--- src/rtl/data_cache_pkg.sv ---
// Shared types, geometry constants and address-field helpers for the data cache.
`default_nettype none

package data_cache_pkg;

  localparam int ADDR_W     = 8;
  localparam int INDEX_W    = 3;
  localparam int OFFSET_W   = 2;
  localparam int TAG_W      = ADDR_W - INDEX_W - OFFSET_W;
  localparam int BLOCK_W    = 32;
  localparam int MADDR_W    = ADDR_W - OFFSET_W;
  localparam int NUM_BLOCKS = 1 << INDEX_W;

  typedef enum logic [1:0] {
    IDLE      = 2'd0,
    WRITEBACK = 2'd1,
    FETCH     = 2'd2,
    UPDATE    = 2'd3
  } state_t;

  function automatic logic [TAG_W-1:0] addr_tag(input logic [ADDR_W-1:0] addr);
    return addr[ADDR_W-1 -: TAG_W];
  endfunction

  function automatic logic [INDEX_W-1:0] addr_index(input logic [ADDR_W-1:0] addr);
    return addr[OFFSET_W +: INDEX_W];
  endfunction

  function automatic logic [OFFSET_W-1:0] addr_offset(input logic [ADDR_W-1:0] addr);
    return addr[OFFSET_W-1:0];
  endfunction

  function automatic logic [MADDR_W-1:0] addr_block(input logic [ADDR_W-1:0] addr);
    return addr[ADDR_W-1:OFFSET_W];
  endfunction

endpackage

`default_nettype wire

--- src/rtl/data_cache_cache_ctrl_fsm.sv ---
// Miss-handling controller: state register, next-state logic and memory request outputs.
`default_nettype none

module cache_ctrl_fsm
  import data_cache_pkg::*;
(
  input  logic               clk,
  input  logic               rst_n,
  input  logic               access,
  input  logic               hit,
  input  logic               victim_dirty,
  input  logic               mem_busywait,
  input  logic [MADDR_W-1:0] victim_addr,
  input  logic [MADDR_W-1:0] fetch_addr,
  output state_t             state,
  output logic               mem_read,
  output logic               mem_write,
  output logic [MADDR_W-1:0] mem_address
);

  state_t next_state;

  // Asynchronous reset aborts any miss in progress, dropping requests immediately.
  always_ff @(posedge clk or negedge rst_n) begin
    if (!rst_n) begin
      state <= IDLE;
    end else begin
      state <= next_state;
    end
  end

  always_comb begin
    next_state = state;
    case (state)
      IDLE: begin
        if (access && !hit) begin
          next_state = victim_dirty ? WRITEBACK : FETCH;
        end
      end
      WRITEBACK: begin
        if (!mem_busywait) begin
          next_state = FETCH;
        end
      end
      FETCH: begin
        if (!mem_busywait) begin
          next_state = UPDATE;
        end
      end
      UPDATE: begin
        next_state = IDLE;
      end
      default: begin
        next_state = IDLE;
      end
    endcase
  end

  always_comb begin
    mem_read    = 1'b0;
    mem_write   = 1'b0;
    mem_address = '0;
    case (state)
      WRITEBACK: begin
        mem_write   = 1'b1;
        mem_address = victim_addr;
      end
      FETCH: begin
        mem_read    = 1'b1;
        mem_address = fetch_addr;
      end
      default: begin
        mem_read    = 1'b0;
        mem_write   = 1'b0;
        mem_address = '0;
      end
    endcase
  end

endmodule

`default_nettype wire

--- src/rtl/data_cache.sv ---
// Direct-mapped, write-back, write-allocate data cache: 8 blocks x 4 bytes, 8-bit byte address.
`default_nettype none

module data_cache
  import data_cache_pkg::*;
(
  input  logic               CLK,
  input  logic               RESET,
  input  logic               READ,
  input  logic               WRITE,
  input  logic [ADDR_W-1:0]  ADDRESS,
  input  logic [7:0]         WRITEDATA,
  output logic [7:0]         READDATA,
  output logic               BUSYWAIT,
  output logic               MEM_READ,
  output logic               MEM_WRITE,
  output logic [MADDR_W-1:0] MEM_ADDRESS,
  output logic [BLOCK_W-1:0] MEM_WRITEDATA,
  input  logic [BLOCK_W-1:0] MEM_READDATA,
  input  logic               MEM_BUSYWAIT
);

  logic [BLOCK_W-1:0]    data_mem [NUM_BLOCKS];
  logic [TAG_W-1:0]      tag_mem  [NUM_BLOCKS];
  logic [NUM_BLOCKS-1:0] valid;
  logic [NUM_BLOCKS-1:0] dirty;
  logic [BLOCK_W-1:0]    fill_block;

  logic [TAG_W-1:0]      tag;
  logic [INDEX_W-1:0]    idx;
  logic [OFFSET_W-1:0]   offset;
  logic [4:0]            bit_base;
  logic                  access;
  logic                  hit;
  logic                  idle_hit;
  logic                  write_hit;
  state_t                state;

  assign tag      = addr_tag(ADDRESS);
  assign idx      = addr_index(ADDRESS);
  assign offset   = addr_offset(ADDRESS);
  assign bit_base = {offset, 3'b000};

  // A simultaneous READ and WRITE is treated as a write.
  assign access    = READ | WRITE;
  assign hit       = valid[idx] && (tag_mem[idx] == tag);
  assign idle_hit  = (state == IDLE) && hit;
  assign write_hit = RESET && WRITE && idle_hit;

  assign BUSYWAIT      = RESET && access && !idle_hit;
  assign READDATA      = (RESET && access && idle_hit) ? data_mem[idx][bit_base +: 8] : 8'h00;
  assign MEM_WRITEDATA = (state == WRITEBACK) ? data_mem[idx] : '0;

  cache_ctrl_fsm u_ctrl (
    .clk          (CLK),
    .rst_n        (RESET),
    .access       (access),
    .hit          (hit),
    .victim_dirty (dirty[idx]),
    .mem_busywait (MEM_BUSYWAIT),
    .victim_addr  ({tag_mem[idx], idx}),
    .fetch_addr   (addr_block(ADDRESS)),
    .state        (state),
    .mem_read     (MEM_READ),
    .mem_write    (MEM_WRITE),
    .mem_address  (MEM_ADDRESS)
  );

  // Fetched block is held here for one cycle and installed during UPDATE.
  always_ff @(posedge CLK) begin
    if (state == FETCH && !MEM_BUSYWAIT) begin
      fill_block <= MEM_READDATA;
    end
  end

  always_ff @(posedge CLK) begin
    if (RESET && state == UPDATE) begin
      data_mem[idx] <= fill_block;
      tag_mem[idx]  <= tag;
    end else if (write_hit) begin
      data_mem[idx][bit_base +: 8] <= WRITEDATA;
    end
  end

  always_ff @(posedge CLK or negedge RESET) begin
    if (!RESET) begin
      valid <= '0;
      dirty <= '0;
    end else if (state == UPDATE) begin
      valid[idx] <= 1'b1;
      dirty[idx] <= 1'b0;
    end else if (write_hit) begin
      dirty[idx] <= 1'b1;
    end
  end

endmodule

`default_nettype wire

--- config.mk ---
export PLATFORM = sky130hd
export DESIGN_NAME = data_cache
export DESIGN_NICKNAME = d
export VERILOG_FILES = /design/src/rtl/data_cache_pkg.sv /design/src/rtl/data_cache_cache_ctrl_fsm.sv /design/src/rtl/data_cache.sv
export SDC_FILE = /design/constraint.sdc
export NUM_CORES = 1
export LEC_CHECK = 0
export BUFFER_PORTS_ARGS = -buffer_cell sky130_fd_sc_hd__buf_2
export CAP_MARGIN = 20
export CELL_PAD_IN_SITES_DETAIL_PLACEMENT = 0
export CELL_PAD_IN_SITES_GLOBAL_PLACEMENT = 1
export CORE_MARGIN = 8
export CORE_UTILIZATION = 40
export CTS_BUF_LIST = sky130_fd_sc_hd__clkbuf_4 sky130_fd_sc_hd__clkbuf_8
export DETAILED_ROUTE_END_ITERATION = 10
export HOLD_SLACK_MARGIN = 0.03
export PLACE_DENSITY = 0.64
export SETUP_SLACK_MARGIN = 0.3
export SYNTH_ARGS = -nofsm -noshare
export SYNTH_HDL_FRONTEND = slang
export SYNTH_SLANG_ARGS = --single-unit
--- constraint.sdc ---
create_clock -name CLK -period 6.4 [get_ports CLK]
set_input_delay 0.64 -clock CLK [delete_from_list [all_inputs] [get_ports CLK]]
set_output_delay 0.64 -clock CLK [all_outputs]
set_load 0.01 [all_outputs]
After elaboration in Yosys (flattened, before gate mapping) --
Memory sizes are Yosys's and may differ from the RTL's. Cells that the tools add are included.
Storage, ports and cells: register bits 50, RAM bits 280, input port bits 53, memories 2
Operators by class: reductions and logical operators 17, bitwise operators 37, $lt $le $gt $ge 2, shifts and indexed selects 3, equality and inequality tests 7, multiplexer cells 55, add/subtract/negate cells 1
Memories:
- data_mem | depth 8, bits a word 32, read ports 1, clocked after Yosys merged registers in 0, write ports 1, line data_cache.sv:23 | logic [BLOCK_W-1:0] data_mem [NUM_BLOCKS];
- tag_mem | depth 8, bits a word 3, read ports 1, clocked after Yosys merged registers in 0, write ports 1, line data_cache.sv:24 | logic [TAG_W-1:0] tag_mem [NUM_BLOCKS];
Operators by type and width (number):
- 2-to-1 mux 32 bit | 2
- 2-to-1 mux 1 bit | 41
- OR 1 bit | 33
- variable shift 8 x 7 -> 32 bit, first input constant | 1
- indexed part select 32 x 6 -> 8 bit | 1
- indexed part select 8 x 7 -> 32 bit | 1
- 2-to-1 mux 8 bit | 3
- OR 8 bit | 2
- case mux 6 bit (2 select lines) | 1
- logical AND 1 bit | 11
- bitwise AND 8 bit | 1
- 2-to-1 mux 2 bit | 4
- NOT 8 bit | 1
- case mux 2 bit (4 select lines) | 1
- negation 5 -> 7 bit | 1
- binary-select mux 1 bit (select 3 bit) | 2
- equality test 2 bit, second input constant | 2
- less-than comparator 3 x 4 -> 1 bit, second input constant | 1
- != test 2 bit, second input constant | 2
- demux 1 bit (select 3 bit) | 1
- equality test 3 bit | 1
- greater-or-equal comparator 3 x 1 -> 1 bit, second input constant | 1
- zero test 1 bit | 3
- AND reduction 3 bit | 1
- 4 further kinds | 4

Logic depth before layout (Yosys ltp) --
Gate-level depths: netlist (run 1).
depth in word-level cells 9, gate-level depth with buffers 10, depth with buffers taken out 7

By module --
A second synthesis (run 1) with hierarchy kept.
Unflattened totals: cells, all modules 905, area total of the unflattened synthesis 14013.4 um^2
Modules (own cells, without submodules):
- data_cache | area each 13749.4 um^2, instances 1, cells each 876
- cache_ctrl_fsm | area each 264.0 um^2, instances 1, cells each 29

Least setup slack after synthesis (run 1) --
Ideal clock, no wire load.
kind input port to output port, start point input ADDRESS[2], end point output READDATA[0], data arrival time 2585 ps, buffers on the path 2, slack 3175 ps, cell stages on the path 8, path through buf_6 -> mux2i_1 -> nor2_1 -> o31a_1 -> nor4_4 -> nand2_1 -> clkbuf_1 -> a211oi_1
On the way: longest elaborated chain between the ends 6
RTL lines:
- from (decl) | line data_cache.sv:11 | input logic [ADDR_W-1:0] ADDRESS,
- parallel branches: the longest is 5 deep, another holds memory read (8 x 32 bit)
- 2-to-1 mux 8 bit * | line data_cache.sv:51 | assign READDATA = (RESET && access && idle_hit) ? data_mem[idx][bit_base +: 8] : 8'h00;
- to (decl) | line data_cache.sv:13 | output logic [7:0] READDATA,
Every way passes the cells marked *. The select of a mux whose other input is x is not followed.

Final worst setup path (run 1) --
start point input ADDRESS[2], end point output READDATA[2]
Same word-level chain as after synthesis.

==> flow_summary.ini, run 1 <==
[setup_path]
max_stage_delay_ns = 0.60
cp_cell_sequence = buf_4 -> buf_4 -> and2_1 -> a22oi_1 -> o22ai_1 -> o21ai_0 -> a211oi_1 -> buf_2
crit_end = READDATA[2]
path_common_cell = buf_4
start_kind = primary input
crit_family = compound AO/OA/AOI/OAI gates
ff2ff_setup_slack_ns = 2.62
reg2reg_from = tag_mem[3][2]
cp_num_cells = 8
crit_fanout = 37
crit_slowest_cell = and2_1
critical_path_buf_inv_count = 3
end_kind = output pin
worstPathArrival_ns = 3.88
rr_endpoint = data_mem[1][0]
cp-startpoint = ADDRESS[2]
critical_path_required_ns = 5.76
worstSetupPathType = primary input to output pin
r2r_cells = 6

[timing]
max_freq_mhz = 221
post-route-period-util = 0.707
hold_viol = 0
rsz0062_at_grt = false
worst_slew_pin_slew_ns = 1.03
setup_tns_ns = 0
clock_skew_ns = 0.0179
period_minus_slack_ns = 4.52
setup_slack_ns = 1.88
slew_violations = 0
slew_headroom = 0.307
finalSetupViolations = 0

[synth]
seq_area_frac_synth = 0.698
synth_top_area_frac = 0.666
synth_cell_types = 54
syn_area_per_cell_um2 = 15.2
yosysWarningCount = 0
syn_area_mm2 = 0.0141
synth-edff-count = 312
synth_async_sr_flop_share = 0.0545
synth-seq-cells = 330
ys.flop_type = edfxtp_1
yosys.area.top_type = edfxtp_1
ys_top_cells_by_area = edfxtp_1 (67%), mux2i_1 (5.8%), dfrtp_1 (3.2%)
syn-num-nets = 989
synthCells = 927

[placement]
io_buffers = 101
placed_area_mm2 = 0.0151
gp_congestion = 0.888
place_ws_ns = 1.61
dpl.hpwl_um = 30200

[route]
wire_per_inst_um = 28.1
final_antenna_net_count = 0
drt-total-wl_um = 43600
drtPass1Iterations = 5
drtIter0Drc = 777
vias = 8815
drc_errors = 0
post_drt_via_cell_ratio = 5.69

[grt]
antenna_found_initial = 1
track_usage = 0.206
grt_pass1_wl_um = 62300
grt_pass1_vias = 8935
grt_overflow_total = 0
grt_max_degree = 41

[final_layout]
fin_area_mm2 = 0.0162
syn2layout_area_growth_pct = 15.0
final_util = 0.467
fin_nets = 1116
layout-drive-gt1-share = 0.229

[worst_hold_path]
hold_depth = 1
worstHoldPathType = primary input to flip-flop

[floorplan]
io_pins = 102
die_w_um = 204
die_h_um = 204
rows = 68
initial_core_util = 0.407
die_area_mm2 = 0.0415
core_mm2 = 0.0346

[cts]
cts_made_buffers = 55
cts.reportedPaths.clkPinSlew_ns = 0.06
clock_latency_ns = 0.58
cts_tree = yes
cts_resized = 0
htreeDepth = 2
clockBufferDepth = 3
clock_sinks = 330
clock-root-buffer = clkbuf_8

[pwr]
max-vdd-ir-drop_mv = 0.217
power.density_mw_per_mm2 = 328
cellLeakagePower_nw = 5.91

[run_status]
status = finished, final reports clean

[run]
cap_violations = 0
-- cell usage in the layout (no fill, tap or decap), types with 3 or more instances in the layout --
| cell | synthesis | layout |
|---|---|---|
| o221ai_1 | 8 | 8 |
| o21a_1 | 6 | 6 |
| nor2_1 | 33 | 33 |
| dfrtp_1 | 18 | 18 |
| bufinv_16 | 0 | 4 |
| o31ai_1 | 12 | 12 |
| nand2_1 | 70 | 69 |
| clkinv_1 | 0 | 14 |
| a21boi_0 | 4 | 4 |
| o22a_1 | 9 | 9 |
| a21oi_1 | 43 | 43 |
| clkinv_2 | 0 | 6 |
| buf_2 | 13 | 102 |
| nor2b_1 | 22 | 21 |
| o2bb2ai_1 | 4 | 4 |
| nand3_1 | 9 | 9 |
| nand4_2 | 4 | 4 |
| nor3_1 | 6 | 6 |
| buf_4 | 3 | 21 |
| and2_1 | 20 | 20 |
| ha_1 | 9 | 9 |
| clkbuf_8 | 0 | 56 |
| a22oi_1 | 11 | 11 |
| inv_1 | 42 | 42 |
| nor3b_1 | 3 | 3 |
| nor4_1 | 3 | 3 |
| clkbuf_4 | 0 | 15 |
| mux4_2 | 19 | 19 |
| mux2_2 | 14 | 14 |
| edfxtp_1 | 312 | 312 |
| o21ai_0 | 10 | 10 |
| nand2b_1 | 12 | 12 |
| mux2i_1 | 82 | 82 |
| o211ai_1 | 5 | 5 |
| o22ai_1 | 10 | 10 |
| a221o_1 | 4 | 4 |
| a211oi_1 | 6 | 6 |
| a221oi_1 | 39 | 39 |
-- cell usage after synthesis, types with 18 or more instances --
master and instances:
edfxtp_1 312, mux2i_1 82, nand2_1 70, a21oi_1 43
inv_1 42, a221oi_1 39, nor2_1 33, clkbuf_1 29
nor2b_1 22, and2_1 20, mux4_2 19, dfrtp_1 18
-- worst min-delay path by stage --
stage	startpoint	endpoint	slack, ns
detailed placement	valid[6]	valid[6]	0.45
global route	MEM_READDATA[5]	fill_block[5]	0.21
global placement	valid[6]	valid[6]	0.44
finish	MEM_READDATA[10]	fill_block[10]	0.23
floorplan	RESET	asynchronous set/reset pin	0.34
CTS	MEM_READDATA[23]	fill_block[23]	0.20
-- through the flow --
stage / instances / hold slack [ns] / total power, W
2_1_floorplan: 927 / 0.344 / 0.00310
3_5_place_dp: 1449 / 0.450 / 0.00347
5_1_grt: 1550 / 0.210 / 0.00550
3_3_place_gp: 1448 / 0.445 / 0.00345
4_1_cts: 1547 / 0.202 / 0.00535
6_report: 1550 / 0.234 / 0.00531
-- where the power goes --
part           internal [W]  switching (W)
Combinational      0.000270       0.000569
Sequential          0.00255      0.0000375
Clock               0.00106       0.000821
Total               0.00388        0.00143
-- flip-flops by register name (all words and copies together), names as in the netlist, named ones only --
name          cells
data_mem        256
fill_block       32
tag_mem          24
u_ctrl.state      2
valid             8
-- layer usage --
metal,track usage,share of wire
met2,0.310,0.45
met4,0.0712,0.028
met5,0.0166,0.0021
met3,0.0635,0.095
met1,0.279,0.43
-- cells by family (layout without fill, tap and decap cells) --
kind of cell | after synthesis | in the layout | share of synthesized area
other | 0 | 1 | 0
AOI/OAI and AO/OA | 184 | 184 | 0.0950
and+or+nand+nor | 191 | 191 | 0.0688
DFF | 330 | 330 | 0.698
adders and majority gates | 9 | 9 | 0.00800
buffers and inverters | 98 | 265 | 0.0308
muxes | 115 | 115 | 0.0999
-- area by class of cell --
cell class                 count  area (um^2)
antenna                        1         2.50
clock buffer                  71          883
clock inverter                26          218
fill                        3061        18400
inverter                      43          161
multi-input combinational    499         3830
sequential                   330         9820
tap                          455          569
timing repair buffer         125          698
-- what timing repair did --
| action | in CTS | in global routing |
|---|---|---|
| buffers inserted | 0 | 0 |
| setup endpoints to repair | 0 | 0 |
| endpoints found under the hold margin | 15 | 0 |
| hold buffers | 1 | 0 |
Power figures use the tool's default switching activity.
==> run 2, diff against run 1 <==
--- a/config.mk
+++ b/config.mk
@@ -14,7 +14,7 @@
 export CTS_BUF_LIST = sky130_fd_sc_hd__clkbuf_4 sky130_fd_sc_hd__clkbuf_8
 export DETAILED_ROUTE_END_ITERATION = 10
 export HOLD_SLACK_MARGIN = 0.03
-export PLACE_DENSITY = 0.64
+export PLACE_DENSITY = 0.67
 export SETUP_SLACK_MARGIN = 0.3
 export SYNTH_ARGS = -nofsm -noshare
 export SYNTH_HDL_FRONTEND = slang
==> constraint.sdc (replaced) <==
create_clock -name CLK -period 3.8 [get_ports CLK]
set_input_delay 0.38 -clock CLK [delete_from_list [all_inputs] [get_ports CLK]]
set_output_delay 0.38 -clock CLK [all_outputs]
set_load 0.01 [all_outputs]
==> run 2 against run 1 <==
Net effect:
- cell area up 6.2%
- worst hold slack got worse by 0.13 ns
- critical path depth grew 1
- critical path type unchanged
- largest power group unchanged
==> flow_summary.ini, run 2 (same netlist as run 1, synthesis figures left out) <==
[cts]
cts_setup_buffers = 0
clock-root-buffer = clkbuf_8
cts.reportedPaths.clkPinSlew_ns = 0.06
htreeDepth = 2
clock_sinks = 330
cts_made_buffers = 55
clock_latency_ns = 0.63
cts_tree = yes
clockBufferDepth = 3

[route]
drt-total-wl_um = 43200
wl_met1_um = 18200
top_layer_used = met5
post_drt_via_cell_ratio = 5.57
drc_errors = 0
route.met3.wl_um = 4120
vias = 9230
drtPass1Iterations = 5
wire_per_inst_um = 26.1
final_antenna_net_count = 0
dr_wl_met2_um = 19300
drtIter0Drc = 842

[final_layout]
regMostFlops = data_mem
layout_commonest_cell = edfxtp_1
fin_nets = 1217
syn2layout_area_growth_pct = 22.1
layout-drive-gt1-share = 0.279
fin_area_mm2 = 0.0172
antennaDiodeCount = 0
final_cell_mix = edfxtp_1 (312), buf_2 (100), buf_4 (88)
reg_top3 = data_mem: 256 flops, fill_block: 32 flops, tag_mem: 24 flops
largest_register_ffs = 256

[grt]
grt_max_degree = 44
track_usage = 0.206
grt_overflow_total = 0
antenna_found_initial = 2
grt_pass1_vias = 9461
grt_pass1_wl_um = 62700

[pwr]
power.density_mw_per_mm2 = 535
p_total_w = 0.00919
power_frac_seq = 0.475
clkPwrFrac = 0.362
switching_share = 0.267
cellLeakagePower_nw = 6.46
p_comb_frac = 0.163
switchingPower_w = 0.00246
max-vdd-ir-drop_mv = 0.405
p_int_w = 0.00673

[floorplan]
die_h_um = 204
die_w_um = 204
initial_core_util = 0.407
rows = 68
die_area_mm2 = 0.0415
core_mm2 = 0.0346
io_pins = 102

[setup_path]
crit_end = READDATA[1]
worstSetupPathType = primary input to output pin
end_kind = output pin
critical_path_required_ns = 3.42
cp-startpoint = ADDRESS[4]
ff2ff_setup_slack_ns = 0.92
worstPathArrival_ns = 3.04
r2r_cells = 9
start_kind = primary input
crit_fanout = 36
rr_endpoint = data_mem[3][9]
reg2reg_from = tag_mem[5][2]

[timing]
post-route-period-util = 0.900
period_minus_slack_ns = 3.42
slew_headroom = 0.343
worst_slew_pin_slew_ns = 0.985
setup_tns_ns = 0
setup_slack_ns = 0.379
slew_violations = 0
whs_ns = 0.105
rsz0062_at_grt = false
hold_viol = 0
clock_skew_ns = 0.0371
finalSetupViolations = 0
max_freq_mhz = 292

[placement]
gp_congestion = 0.876
io_buffers = 101
placed_area_mm2 = 0.0156
dpl.hpwl_um = 29400
place_ws_ns = 0.229

[run]
cap_violations = 0

[run_status]
status = finished, final reports clean

[worst_hold_path]
worstHoldPathType = primary input to flip-flop
==> run 2: cell types whose count changed in the layout (fill, tap and decap cells not counted), moves of 3 or more <==
cell	delta
clkbuf_4	+3
a211oi_1	-4
dlygate4sd3_1	+32
a211oi_2	+4
buf_4	+67
==> run 2: worst min path at each step <==
stage	startpoint	to	slack (ns)	cells after the start
finish	ADDRESS[7]	tag_mem[0][2]	0.11	1
detailed placement	RESET	u_ctrl.state[0]	0.36	2
global route	ADDRESS[7]	tag_mem[0][2]	0.10	1
CTS	ADDRESS[7]	tag_mem[0][2]	0.06	1
global placement	RESET	valid[5]	0.36	2
floorplan	RESET	asynchronous set/reset pin	0.08	0
==> run 2: power by group through the flow <==
| stage | Clock [W] | Sequential [W] | Combinational, W |
|---|---|---|---|
| floorplan | 0 | 0.00441 | 0.000809 |
| finish | 0.00333 | 0.00436 | 0.00150 |
| global placement | 0 | 0.00443 | 0.00141 |
| global route | 0.00352 | 0.00438 | 0.00162 |
| CTS | 0.00340 | 0.00436 | 0.00147 |
| detailed placement | 0 | 0.00443 | 0.00144 |
==> run 2: timing repair <==
action / 4_1_cts / 5_1_grt
pin swaps: 0 / 0
gates resized for setup: 4 / 7
hold buffers: 33 / 0
gates cloned: 0 / 0
setup endpoints to repair: 4 / 8
endpoints found under the hold margin: 50 / 0
==> run 2: per-stage QoR <==
step / util / instances
floorplan: - / 927
global placement: 0.450 / 1518
detailed placement: 0.451 / 1519
CTS: 0.495 / 1655
global route: 0.496 / 1656
finish: 0.496 / 1656
==> run 2: layout make-up <==
class / instances / area [um^2]
sequential: 330 / 9820
fill: 2989 / 17400
clock inverter: 29 / 265
multi-input combinational: 499 / 3880
timing repair buffer: 226 / 1590
inverter: 43 / 161
clock buffer: 74 / 906
tap: 455 / 569
==> run 2: worst max-delay path, stage by stage <==
cell and delay [ns]:
buf_2 0.22, buf_12 0.26, and2_1 0.59, a22oi_1 0.19, o221ai_1 0.45, nor2_1 0.09, o32a_1 0.36, nor3_2 0.27
buf_2 0.20
==> run 2: layer usage <==
layer | vias up | GRT usage
met2 | 459 | 0.310
met1 | 4605 | 0.276
li1 | 4074 | -
met3 | 90 | 0.0601
met5 | - | 0
met4 | 2 | 0.0883
==> run 3, diff against run 2 <==
--- a/config.mk
+++ b/config.mk
@@ -9,7 +9,7 @@
 export CAP_MARGIN = 20
 export CELL_PAD_IN_SITES_DETAIL_PLACEMENT = 0
 export CELL_PAD_IN_SITES_GLOBAL_PLACEMENT = 1
-export CORE_MARGIN = 8
+export CORE_MARGIN = 10
 export CORE_UTILIZATION = 40
 export CTS_BUF_LIST = sky130_fd_sc_hd__clkbuf_4 sky130_fd_sc_hd__clkbuf_8
 export DETAILED_ROUTE_END_ITERATION = 10
==> run 3 against run 2 <==
Net effect:
- utilization down 0.58 points
- worst hold slack better by 0.067 ns
- wire length down 1.9%
- final cell count down 0.72%
- clock power down 6.6%
- worst setup slack better by 0.013 ns
- die area up 4.0%
- via count down 0.22%
- global-route usage down 1.6 points
- critical path depth down 1
- combinational power about the same
- largest cell class unchanged
- largest power group unchanged
==> flow_summary.ini, run 3 (same netlist as run 1, synthesis figures left out) <==
[setup_path]
worstPathArrival_ns = 3.03
crit_slowest_cell = a221oi_1
worstSetupPathType = primary input to output pin
crit_fanout = 20
critical_path_required_ns = 3.42
cp_cell_sequence = buf_2 -> buf_4 -> buf_4 -> mux2_2 -> a221oi_1 -> mux4_2 -> nor3_2 -> buf_2
start_kind = primary input
end_kind = output pin
max_stage_delay_ns = 0.79

[final_layout]
antennaDiodeCount = 0
regMostFlops = data_mem
layout_commonest_cell = edfxtp_1
reg_top3 = data_mem: 256 flops, fill_block: 32 flops, tag_mem: 24 flops
fin_area_mm2 = 0.0170
final_cell_mix = edfxtp_1 (312), buf_2 (101), mux2i_1 (82)
syn2layout_area_growth_pct = 20.7
final_util = 0.491
layout-drive-gt1-share = 0.263
largest_register_ffs = 256
fin_nets = 1208
n_fill_cell = 2961

[placement]
io_buffers = 101
gp_congestion = 0.934
dpl.hpwl_um = 29100
placed_area_mm2 = 0.0155
place_ws_ns = 0.376

[timing]
clock_skew_ns = 0.0295
worst_slew_pin_slew_ns = 0.892
slew_violations = 0
setup_slack_ns = 0.391
finalSetupViolations = 0
post-route-period-util = 0.897
rsz0062_at_grt = true
setup_tns_ns = 0
hold_viol = 0
max_freq_mhz = 293
period_minus_slack_ns = 3.41
slew_headroom = 0.405

[floorplan]
die_area_mm2 = 0.0431
initial_core_util = 0.407
io_pins = 102
die_h_um = 208
core_mm2 = 0.0346
die_w_um = 208
rows = 68

[cts]
clockBufferDepth = 3
clock_sinks = 330
htreeDepth = 2
cts_setup_buffers = 0
cts.reportedPaths.clkPinSlew_ns = 0.06
cts_made_buffers = 54
clock-root-buffer = clkbuf_8
clock_latency_ns = 0.58
cts_tree = yes

[pwr]
max-vdd-ir-drop_mv = 0.435
power.density_mw_per_mm2 = 526
cellLeakagePower_nw = 6.35
p_total_w = 0.00894

[route]
vias = 9210
drc_errors = 0
drtPass1Iterations = 5
wire_per_inst_um = 25.8
post_drt_via_cell_ratio = 5.60
drt-total-wl_um = 42400
drtIter0Drc = 893
final_antenna_net_count = 0

[grt]
grt_pass1_wl_um = 61900
grt_pass1_vias = 9130
grt_max_degree = 36
grt_overflow_total = 0
track_usage = 0.190
antenna_found_initial = 1

[run]
cap_violations = 0

[run_status]
status = finished, final reports clean

[worst_hold_path]
worstHoldPathType = primary input to flip-flop
run 3: cell types whose count changed in the layout (fill, tap and decap cells not counted), moves of 2 or more:
cell / delta
buf_4: -7
a211oi_2: -2
a211oi_1: +2
clkinv_1: +5
clkbuf_4: -7
run 3: timing repair:
action / 4_1_cts / 5_1_grt
gates resized for setup: 0 / 5
endpoints found under the hold margin: 50 / 0
endpoints found under the setup margin: 0 / 5
hold buffers: 33 / 0
run 3: power by group:
group | internal [W] | switching (W)
Clock | 0.00173 | 0.00138
Combinational | 0.000519 | 0.000952
Sequential | 0.00429 | 0.0000676
run 3: critical path: cells and delay by family:
kind,cells,cell delay [ns]
buffers and inverters,4,1.00
multiplexers,2,0.79
AND/OR/NAND/NOR,1,0.06
AO/OA/AOI/OAI,1,0.79
run 3: worst paths after layout:
path / start / endpoint / slack (ns) / cells after the start
max: ADDRESS[4] / READDATA[3] / 0.39 / 8
min: ADDRESS[5] / tag_mem[1][0] / 0.17 / 1
max reg2reg: tag_mem[5][2] / data_mem[7][2] / 0.90 / 8
min reg2reg: flip-flop / flip-flop / 0.47 / 2
max in group asynchronous: RESET / valid[4] / 3.18 / 2
min in group asynchronous: RESET / u_ctrl.state[0] / 0.29 / 2
run 3: routing by layer:
metal | global-route usage | vias to the layer above | part of all wire
met1 | 0.268 | 4581 | 0.43
li1 | - | 4076 | -
met4 | 0.0522 | 0 | 0.022
met5 | 0 | - | 0
met2 | 0.290 | 488 | 0.45
met3 | 0.0432 | 65 | 0.095
run 3: area by class of cell:
type	count	area, um^2	area share
clock buffers	66	840	0.0494
clock inverters	33	253	0.0149
inverters	43	161	0.00950
multi-input cells	499	3850	0.227
flip-flops and latches	330	9820	0.578
well taps	455	569	0.0335
repair buffers	218	1500	0.0880
run 3: stage by stage:
stage / std cells / hold slack, ns
after floorplan: 927 / 0.0844
after global placement: 1510 / 0.358
after detailed placement: 1510 / 0.359
after CTS: 1642 / 0.154
after global routing: 1644 / 0.141
final: 1644 / 0.172
